**src/rtl/fadd_pkg.sv**
```systemverilog
// ============================================================================
// Module  : fadd_pkg
// Brief   : Shared types and constants for the sequential float adder.
// Revision: 1.0
// ============================================================================
`default_nettype none

package fadd_pkg;

    localparam int EXP_W = 8;
    localparam int MAN_W = 23;

    localparam logic [EXP_W-1:0] EXP_MAX = 8'hFF;
    localparam logic [31:0]      POS_INF = 32'h7F800000;
    localparam logic [31:0]      QNAN    = 32'h7FC00000;

    localparam logic [2:0] ST_IDLE  = 3'd0;
    localparam logic [2:0] ST_EXP   = 3'd1;
    localparam logic [2:0] ST_ALIGN = 3'd2;
    localparam logic [2:0] ST_ADD   = 3'd3;
    localparam logic [2:0] ST_NORM  = 3'd4;
    localparam logic [2:0] ST_PACK  = 3'd5;
    localparam logic [2:0] ST_DONE  = 3'd6;

    typedef enum logic [2:0] {
        S_IDLE  = ST_IDLE,
        S_EXP   = ST_EXP,
        S_ALIGN = ST_ALIGN,
        S_ADD   = ST_ADD,
        S_NORM  = ST_NORM,
        S_PACK  = ST_PACK,
        S_DONE  = ST_DONE
    } state_t;

    typedef struct packed {
        logic a_max;
        logic b_max;
        logic a_zero;
        logic b_zero;
    } spec_flags_t;

endpackage

`default_nettype wire

```
**src/rtl/fadd_exp_cmp.sv**
```systemverilog
// ============================================================================
// Module  : fadd_exp_cmp
// Brief   : Combinational exponent compare and magnitude ordering of A/B.
// Revision: 1.0
// ============================================================================
`default_nettype none

module fadd_exp_cmp
    import fadd_pkg::*;
(
    input  logic [EXP_W+MAN_W-1:0] a_mag,
    input  logic [EXP_W+MAN_W-1:0] b_mag,
    output logic [EXP_W-1:0]       d,
    output logic                   swap,
    output spec_flags_t            spec_flags
);

    logic [EXP_W-1:0]       w_ea;
    logic [EXP_W-1:0]       w_eb;
    logic [EXP_W+MAN_W-1:0] w_key_a;
    logic [EXP_W+MAN_W-1:0] w_key_b;

    assign w_ea = a_mag[EXP_W+MAN_W-1:MAN_W];
    assign w_eb = b_mag[EXP_W+MAN_W-1:MAN_W];

    assign spec_flags.a_max  = (w_ea == EXP_MAX);
    assign spec_flags.b_max  = (w_eb == EXP_MAX);
    assign spec_flags.a_zero = (w_ea == '0);
    assign spec_flags.b_zero = (w_eb == '0);

    // Flushed denormals must order as zero, so their mantissa is masked off.
    assign w_key_a = spec_flags.a_zero ? '0 : a_mag;
    assign w_key_b = spec_flags.b_zero ? '0 : b_mag;

    assign swap = (w_key_b > w_key_a);
    assign d    = swap ? (w_eb - w_ea) : (w_ea - w_eb);

endmodule

`default_nettype wire

```
**src/rtl/fadd_seq_ctrl.sv**
```systemverilog
// ============================================================================
// Module  : fadd_seq_ctrl
// Brief   : Multi-cycle single-precision adder sequencer with valid/ready I/O.
// Revision: 1.0
// ============================================================================
`default_nettype none

module fadd_seq_ctrl #(
    parameter int EXP_W = 8,
    parameter int MAN_W = 23
) (
    input  logic                   clk,
    input  logic                   res,
    input  logic                   in_valid,
    output logic                   in_ready,
    input  logic [EXP_W+MAN_W:0]   a,
    input  logic [EXP_W+MAN_W:0]   b,
    output logic                   out_valid,
    input  logic                   out_ready,
    output logic [EXP_W+MAN_W:0]   result
);

    import fadd_pkg::*;

    localparam int               c_w       = EXP_W + MAN_W + 1;
    localparam int               c_sb      = EXP_W + MAN_W;
    localparam int               c_sig_w   = MAN_W + 1;
    localparam logic [EXP_W-1:0] c_exp_one = EXP_W'(1);
    localparam logic [EXP_W-1:0] c_sig_w_e = EXP_W'(c_sig_w);

    state_t r_state;
    state_t w_state_nxt;

    logic [c_w-1:0]     r_a;
    logic [c_w-1:0]     r_b;
    logic [c_w-1:0]     r_result;
    logic [c_w-1:0]     r_spec_res;
    logic [c_w-1:0]     w_spec_res;
    logic [c_w-1:0]     w_pack;
    logic [EXP_W-1:0]   w_d;
    logic [EXP_W-1:0]   r_d;
    logic [EXP_W-1:0]   r_e;
    logic               w_swap;
    logic               r_swap;
    logic               r_lz;
    logic               r_sz;
    logic               r_special;
    logic               r_zero;
    logic               r_sign;
    logic               r_out_valid;
    logic               w_special;
    logic               w_norm_done;
    spec_flags_t        w_flags;

    logic               w_l_sign;
    logic [EXP_W-1:0]   w_l_exp;
    logic [MAN_W-1:0]   w_l_man;
    logic               w_s_sign;
    logic [MAN_W-1:0]   w_s_man;
    logic [c_sig_w-1:0] w_s_sig;
    logic [c_sig_w-1:0] r_ml;
    logic [c_sig_w-1:0] r_ms;
    logic [c_sig_w:0]   r_m;

    fadd_exp_cmp u_exp_cmp (
        .a_mag      (r_a[c_sb-1:0]),
        .b_mag      (r_b[c_sb-1:0]),
        .d          (w_d),
        .swap       (w_swap),
        .spec_flags (w_flags)
    );

    assign w_special = w_flags.a_max | w_flags.b_max;

    always_comb begin
        w_spec_res = {r_b[c_sb], POS_INF[c_sb-1:0]};
        if (w_flags.a_max && w_flags.b_max && (r_a[c_sb] != r_b[c_sb])) begin
            w_spec_res = QNAN;
        end else if (w_flags.a_max) begin
            w_spec_res = {r_a[c_sb], POS_INF[c_sb-1:0]};
        end
    end

    // L/S views are only meaningful once r_swap has been captured in EXP.
    assign w_l_sign = r_swap ? r_b[c_sb]              : r_a[c_sb];
    assign w_l_exp  = r_swap ? r_b[c_sb-1:MAN_W]      : r_a[c_sb-1:MAN_W];
    assign w_l_man  = r_swap ? r_b[MAN_W-1:0]         : r_a[MAN_W-1:0];
    assign w_s_sign = r_swap ? r_a[c_sb]              : r_b[c_sb];
    assign w_s_man  = r_swap ? r_a[MAN_W-1:0]         : r_b[MAN_W-1:0];
    assign w_s_sig  = {1'b1, w_s_man} >> r_d;

    assign w_norm_done = r_m[c_sig_w] | r_m[c_sig_w-1] | (r_m == '0) | (r_e == c_exp_one);

    always_comb begin
        if (r_special) begin
            w_pack = r_spec_res;
        end else if (r_zero) begin
            w_pack = '0;
        end else if (r_e == EXP_MAX) begin
            w_pack = {r_sign, EXP_MAX, {MAN_W{1'b0}}};
        end else begin
            w_pack = {r_sign, r_e, r_m[MAN_W-1:0]};
        end
    end

    always_ff @(posedge clk or posedge res) begin
        if (res) begin
            r_state <= S_IDLE;
        end else begin
            r_state <= w_state_nxt;
        end
    end

    always_comb begin
        w_state_nxt = r_state;
        in_ready    = 1'b0;
        case (r_state)
            S_IDLE: begin
                in_ready = 1'b1;
                if (in_valid) w_state_nxt = S_EXP;
            end
            S_EXP:   w_state_nxt = w_special ? S_PACK : S_ALIGN;
            S_ALIGN: w_state_nxt = S_ADD;
            S_ADD:   w_state_nxt = S_NORM;
            S_NORM:  if (w_norm_done) w_state_nxt = S_PACK;
            S_PACK:  w_state_nxt = S_DONE;
            S_DONE:  if (out_ready) w_state_nxt = S_IDLE;
            default: w_state_nxt = S_IDLE;
        endcase
    end

    always_ff @(posedge clk or posedge res) begin
        if (res) begin
            r_a         <= '0;
            r_b         <= '0;
            r_d         <= '0;
            r_swap      <= 1'b0;
            r_lz        <= 1'b0;
            r_sz        <= 1'b0;
            r_special   <= 1'b0;
            r_spec_res  <= '0;
            r_ml        <= '0;
            r_ms        <= '0;
            r_m         <= '0;
            r_e         <= '0;
            r_sign      <= 1'b0;
            r_zero      <= 1'b0;
            r_result    <= '0;
            r_out_valid <= 1'b0;
        end else begin
            case (r_state)
                S_IDLE: begin
                    if (in_valid) begin
                        r_a       <= a;
                        r_b       <= b;
                        r_special <= 1'b0;
                        r_zero    <= 1'b0;
                    end
                end
                S_EXP: begin
                    r_d        <= w_d;
                    r_swap     <= w_swap;
                    r_lz       <= w_swap ? w_flags.b_zero : w_flags.a_zero;
                    r_sz       <= w_swap ? w_flags.a_zero : w_flags.b_zero;
                    r_special  <= w_special;
                    r_spec_res <= w_spec_res;
                end
                S_ALIGN: begin
                    r_ml <= r_lz ? '0 : {1'b1, w_l_man};
                    r_ms <= (r_sz || (r_d >= c_sig_w_e)) ? '0 : w_s_sig;
                end
                S_ADD: begin
                    r_m    <= (w_l_sign == w_s_sign) ? ({1'b0, r_ml} + {1'b0, r_ms})
                                                     : ({1'b0, r_ml} - {1'b0, r_ms});
                    r_e    <= w_l_exp;
                    r_sign <= w_l_sign;
                end
                S_NORM: begin
                    if (r_m[c_sig_w]) begin
                        r_m <= {1'b0, r_m[c_sig_w:1]};
                        r_e <= r_e + c_exp_one;
                    end else if (r_m[c_sig_w-1]) begin
                        r_m <= r_m;
                    end else if (r_m == '0) begin
                        r_zero <= 1'b1;
                    end else begin
                        r_m <= {r_m[c_sig_w-1:0], 1'b0};
                        r_e <= r_e - c_exp_one;
                        // Exponent underflow while normalising flushes to zero.
                        if (r_e == c_exp_one) r_zero <= 1'b1;
                    end
                end
                S_PACK: begin
                    r_result    <= w_pack;
                    r_out_valid <= 1'b1;
                end
                S_DONE: begin
                    if (out_ready) r_out_valid <= 1'b0;
                end
                default: begin
                end
            endcase
        end
    end

    assign out_valid = r_out_valid;
    assign result    = r_result;

endmodule

`default_nettype wire

```
**config.mk**
```make
export PLATFORM = sky130hd
export DESIGN_NAME = fadd_seq_ctrl
export DESIGN_NICKNAME = d
export VERILOG_FILES = /design/src/rtl/fadd_pkg.sv /design/src/rtl/fadd_exp_cmp.sv /design/src/rtl/fadd_seq_ctrl.sv
export SDC_FILE = /design/constraint.sdc
export NUM_CORES = 1
export LEC_CHECK = 0
export ABC_AREA = 1
export ABC_CLOCK_PERIOD_IN_PS = 16239
export BUFFER_PORTS_ARGS = -buffer_cell sky130_fd_sc_hd__buf_2
export CAP_MARGIN = 15
export CORE_UTILIZATION = 40
export DETAILED_ROUTE_END_ITERATION = 8
export PLACE_DENSITY_LB_ADDON = 0.25
export SLEW_MARGIN = 40
export SYNTH_ARGS = -nofsm -noshare
export SYNTH_HDL_FRONTEND = slang
export SYNTH_SLANG_ARGS = --single-unit
```
**constraint.sdc**
```tcl
create_clock -name clk -period 16.24 [get_ports clk]
set_input_delay 2.436 -clock clk [delete_from_list [all_inputs] [get_ports clk]]
set_output_delay 2.436 -clock clk [all_outputs]
set_load 0.02 [all_outputs]
```
==> impl_metrics.csv <==
group,metric,value,unit
worst_setup_path,cp.required,13800,ps
layout,nets,2293,
die,core_area,34600,µm²
placement,port-buffer-count,101,
placement,gp_congestion,0.946,
worst_setup_path,start_kind,"flip-flop",
clocking,ctsHoldBuffers,0,
layout,finalInstanceArea,15500,µm²
worst_hold_path,worstHoldEndpoint,"r_spec_res[30]$_DFFE_PP0P_",
worst_setup_path,worstSetupPathType,"reg2out",
timing,final_hold_viol_count,0,
synth,yosys.cell_count.top_type,"nand2_1",
synth,async_flop_share,100,%
layout,drive_gt1_share,7.92,%
synth,yosysSeqAreaShare,35.1,%
global_routing,grt_max_degree,135,
worst_setup_path,r2r_slack,12530,ps
timing,period_share,24.6,%
worst_setup_path,slowest_delay,450,ps
worst_setup_path,rr_worst_depth,15,
detailed_routing,num_vias,13716,
synth,syn_area,14100,µm²
synth,synth_edf_count,0,
worst_setup_path,worstReg2RegStart,"r_b[27]$_DFFE_PP0P_",
clocking,h-tree-depth,4,
timing,worstMarginPinSlew,830,ps
clocking,cts_setup_buffers,0,
timing,timing.hold.ws,473,ps
detailed_routing,viasPerCell,5.25,
clocking,clock_sinks,198,
detailed_routing,wl_per_cell,16.2,µm
run,max-cap-violations,0,
synth,ys_warn_count,0,
layout,antenna_cells,0,
worst_setup_path,worst-path-buf-inv,2,
detailed_routing,drt_wl_total,42.3,mm
worst_hold_path,min_from,"r_spec_res[30]$_DFFE_PP0P_",
detailed_routing,drtAntennaViolNets,0,
die,rows,68,
global_routing,gr-total-overflow,0,
worst_hold_path,hold_depth,1,
detailed_routing,firstDrtPassIters,6,
die,ios,102,
global_routing,grt_first_pass_wirelength,68.3,mm
synth,syn_nets,2261,
die,die_h,190,µm
clocking,root_buffer,"clkbuf_16",
clocking,ctsLongestPathBuffers,2,
synth,ys_seq_elements,198,
timing,fin_tns_setup,0,ps
worst_setup_path,cp_max_fo,4,
timing,fin_crit,4000,ps
synth,synthCells,2116,
global_routing,grt_pass1_vias,12734,
timing,fmax,0.250,GHz
synth,yosys-top-cells-count,"746 x nand2_1, 238 x inv_1, 198 x dfrtp_1",
global_routing,groute.usage.overall,24.1,%
synth,synth.area.top_cells,"dfrtp_1 35%, nand2_1 20%, o21ai_0 6.8%",
synth,netlist.area_leader.share,35.1,%
worst_setup_path,critPathCaptureType,"output port",
clocking,clkSlewWorstSetupHoldPaths,80,ps
global_routing,antenna_found_initial,0,
layout,stdcell_count,2615,
timing,setup_viol,0,
timing,slew_headroom,44.6,%
clocking,cts_tree,"built",
detailed_routing,drc,0,
timing,final-max-slew-violation-count,0,
worst_setup_path,crit_slowest_cell,"dfrtp_1",
detailed_routing,drt_iter0_drc,1220,
synth,yosysTopAreaCell,"dfrtp_1",
placement,dp.cells,2582,
layout,n_fill_cell,3613,
worst_hold_path,hp-class,"reg2reg",
synth,synth_ff_type,"dfrtp_1",
synth,ys_types,43,
synth,syn_area_per_cell,6.68,µm²
worst_setup_path,path_cells,"nor2_1 > inv_1 > nor2_1 > buf_2",
worst_setup_path,cpLargestDelayFamily,"flip-flops",
clocking,ctsResizeCount,0,
timing,skew,14.4,ps
worst_setup_path,cpMostUsedCell,"nor2_1",
outcome,status,"finished, final reports clean",
worst_setup_path,arrival,1560,ps
die,dieArea,36100,µm²
die,die_w,190,µm
clocking,clk_latency,460,ps
worst_setup_path,r2r-end,"r_d[5]$_DFFE_PP0P_",
placement,hpwl,31.6,mm
clocking,cts_buffers,17,
worst_setup_path,crit_start,"r_state[0]$_DFFE_PP0P_",
layout,syn_to_final_growth,9.67,%
placement,place_area,14800,µm²
timing,grt_setup_unrepaired,"no",
die,start_util,40.8,%
worst register-to-register path, cell delays in order, from the launching register on:
cell     delay (ps)
dfrtp_1         450
nor4_1          360
nand4_1         310
inv_1           700
nor2_1          110
ha_1            330
nand2_1          70
nor2_1          160
inv_1            60
nor2_1          230
nand4_2         310
nand2_2         280
nand2_1          70
nand2_1          70
nand2_1          70
nand2_1          80
stage by stage:
stage	util [%]	worst slack (ps)
finish	44.7	12240
global route	44.7	12170
CTS	44.6	12210
detailed placement	42.8	12070
global placement	42.8	12090
floorplan	-	8410
state kept, by name, indices dropped and copies added, names as in the netlist:
signal	flops
r_state	3
r_ms	24
r_m	25
out_valid	1
r_swap	1
r_e	8
r_sign	1
r_spec_res	3
r_special	1
r_sz	1
r_zero	1
result	32
r_b	32
r_a	32
r_ml	24
r_lz	1
r_d	8
area by class of cell:
type	instances	area (µm²)	share of cell area (%)
clock inverter	13	185	1.20
timing repair buffer	109	584	3.77
tap	455	569	3.67
clock buffer	18	439	2.83
multi-input combinational	1575	7820	50.5
inverter	247	942	6.08
sequential	198	4960	32.0
layout by cell type, fill, tap and decap left out, types with 3 or more instances in the layout:
master,count
a21o_1,4
a21oi_1,84
a22oi_1,7
a31oi_1,6
and2_1,3
buf_2,101
buf_4,4
buf_6,3
bufinv_16,3
clkbuf_16,17
clkinv_4,3
dfrtp_1,197
fa_1,3
ha_1,74
inv_1,235
inv_2,7
inv_6,4
inv_8,3
nand2_1,746
nand2_2,5
nand3_1,163
nand3b_1,3
nand4_1,44
nor2_1,120
nor2_2,3
nor3_1,11
nor4_1,3
o211ai_1,12
o21ai_0,191
o21ai_1,11
o21bai_1,4
o22ai_1,22
or2_2,5
xnor2_1,3
xor2_1,34
metal layers:
layer / track usage (%) / vias up / share of wire, %
li1: - / 6885 / -
met1: 33.2 / 6358 / 46
met2: 38.6 / 409 / 46
met3: 3.27 / 64 / 4.9
met4: 8.19 / 0 / 2.7
met5: 0 / - / 0
logic make-up after synthesis:
group	Yosys count	synth area share [%]
XOR/XNOR	37	2.29
AND/OR/NAND/NOR	1113	32.6
AO/OA/AOI/OAI	348	13.4
buffers and inverters	343	9.65
adder cells (fa/ha/maj)	77	6.98
flip-flops	198	35.1
worst max path at each step:
stage | slack, ps | depth (start not counted) | end
after floorplan | 8410 | 1 | out_valid$_DFFE_PP0P_
after global placement | 12090 | 3 | result[3]$_DFFE_PP0P_
after detailed placement | 12070 | 5 | r_b[3]$_DFFE_PP0P_
after CTS | 12210 | 4 | in_ready
after global routing | 12170 | 4 | in_ready
final | 12240 | 4 | in_ready
Power is left out: the tool's default activity adds up to more than one toggle a clock period on the data nets, which glitch-free logic cannot reach.
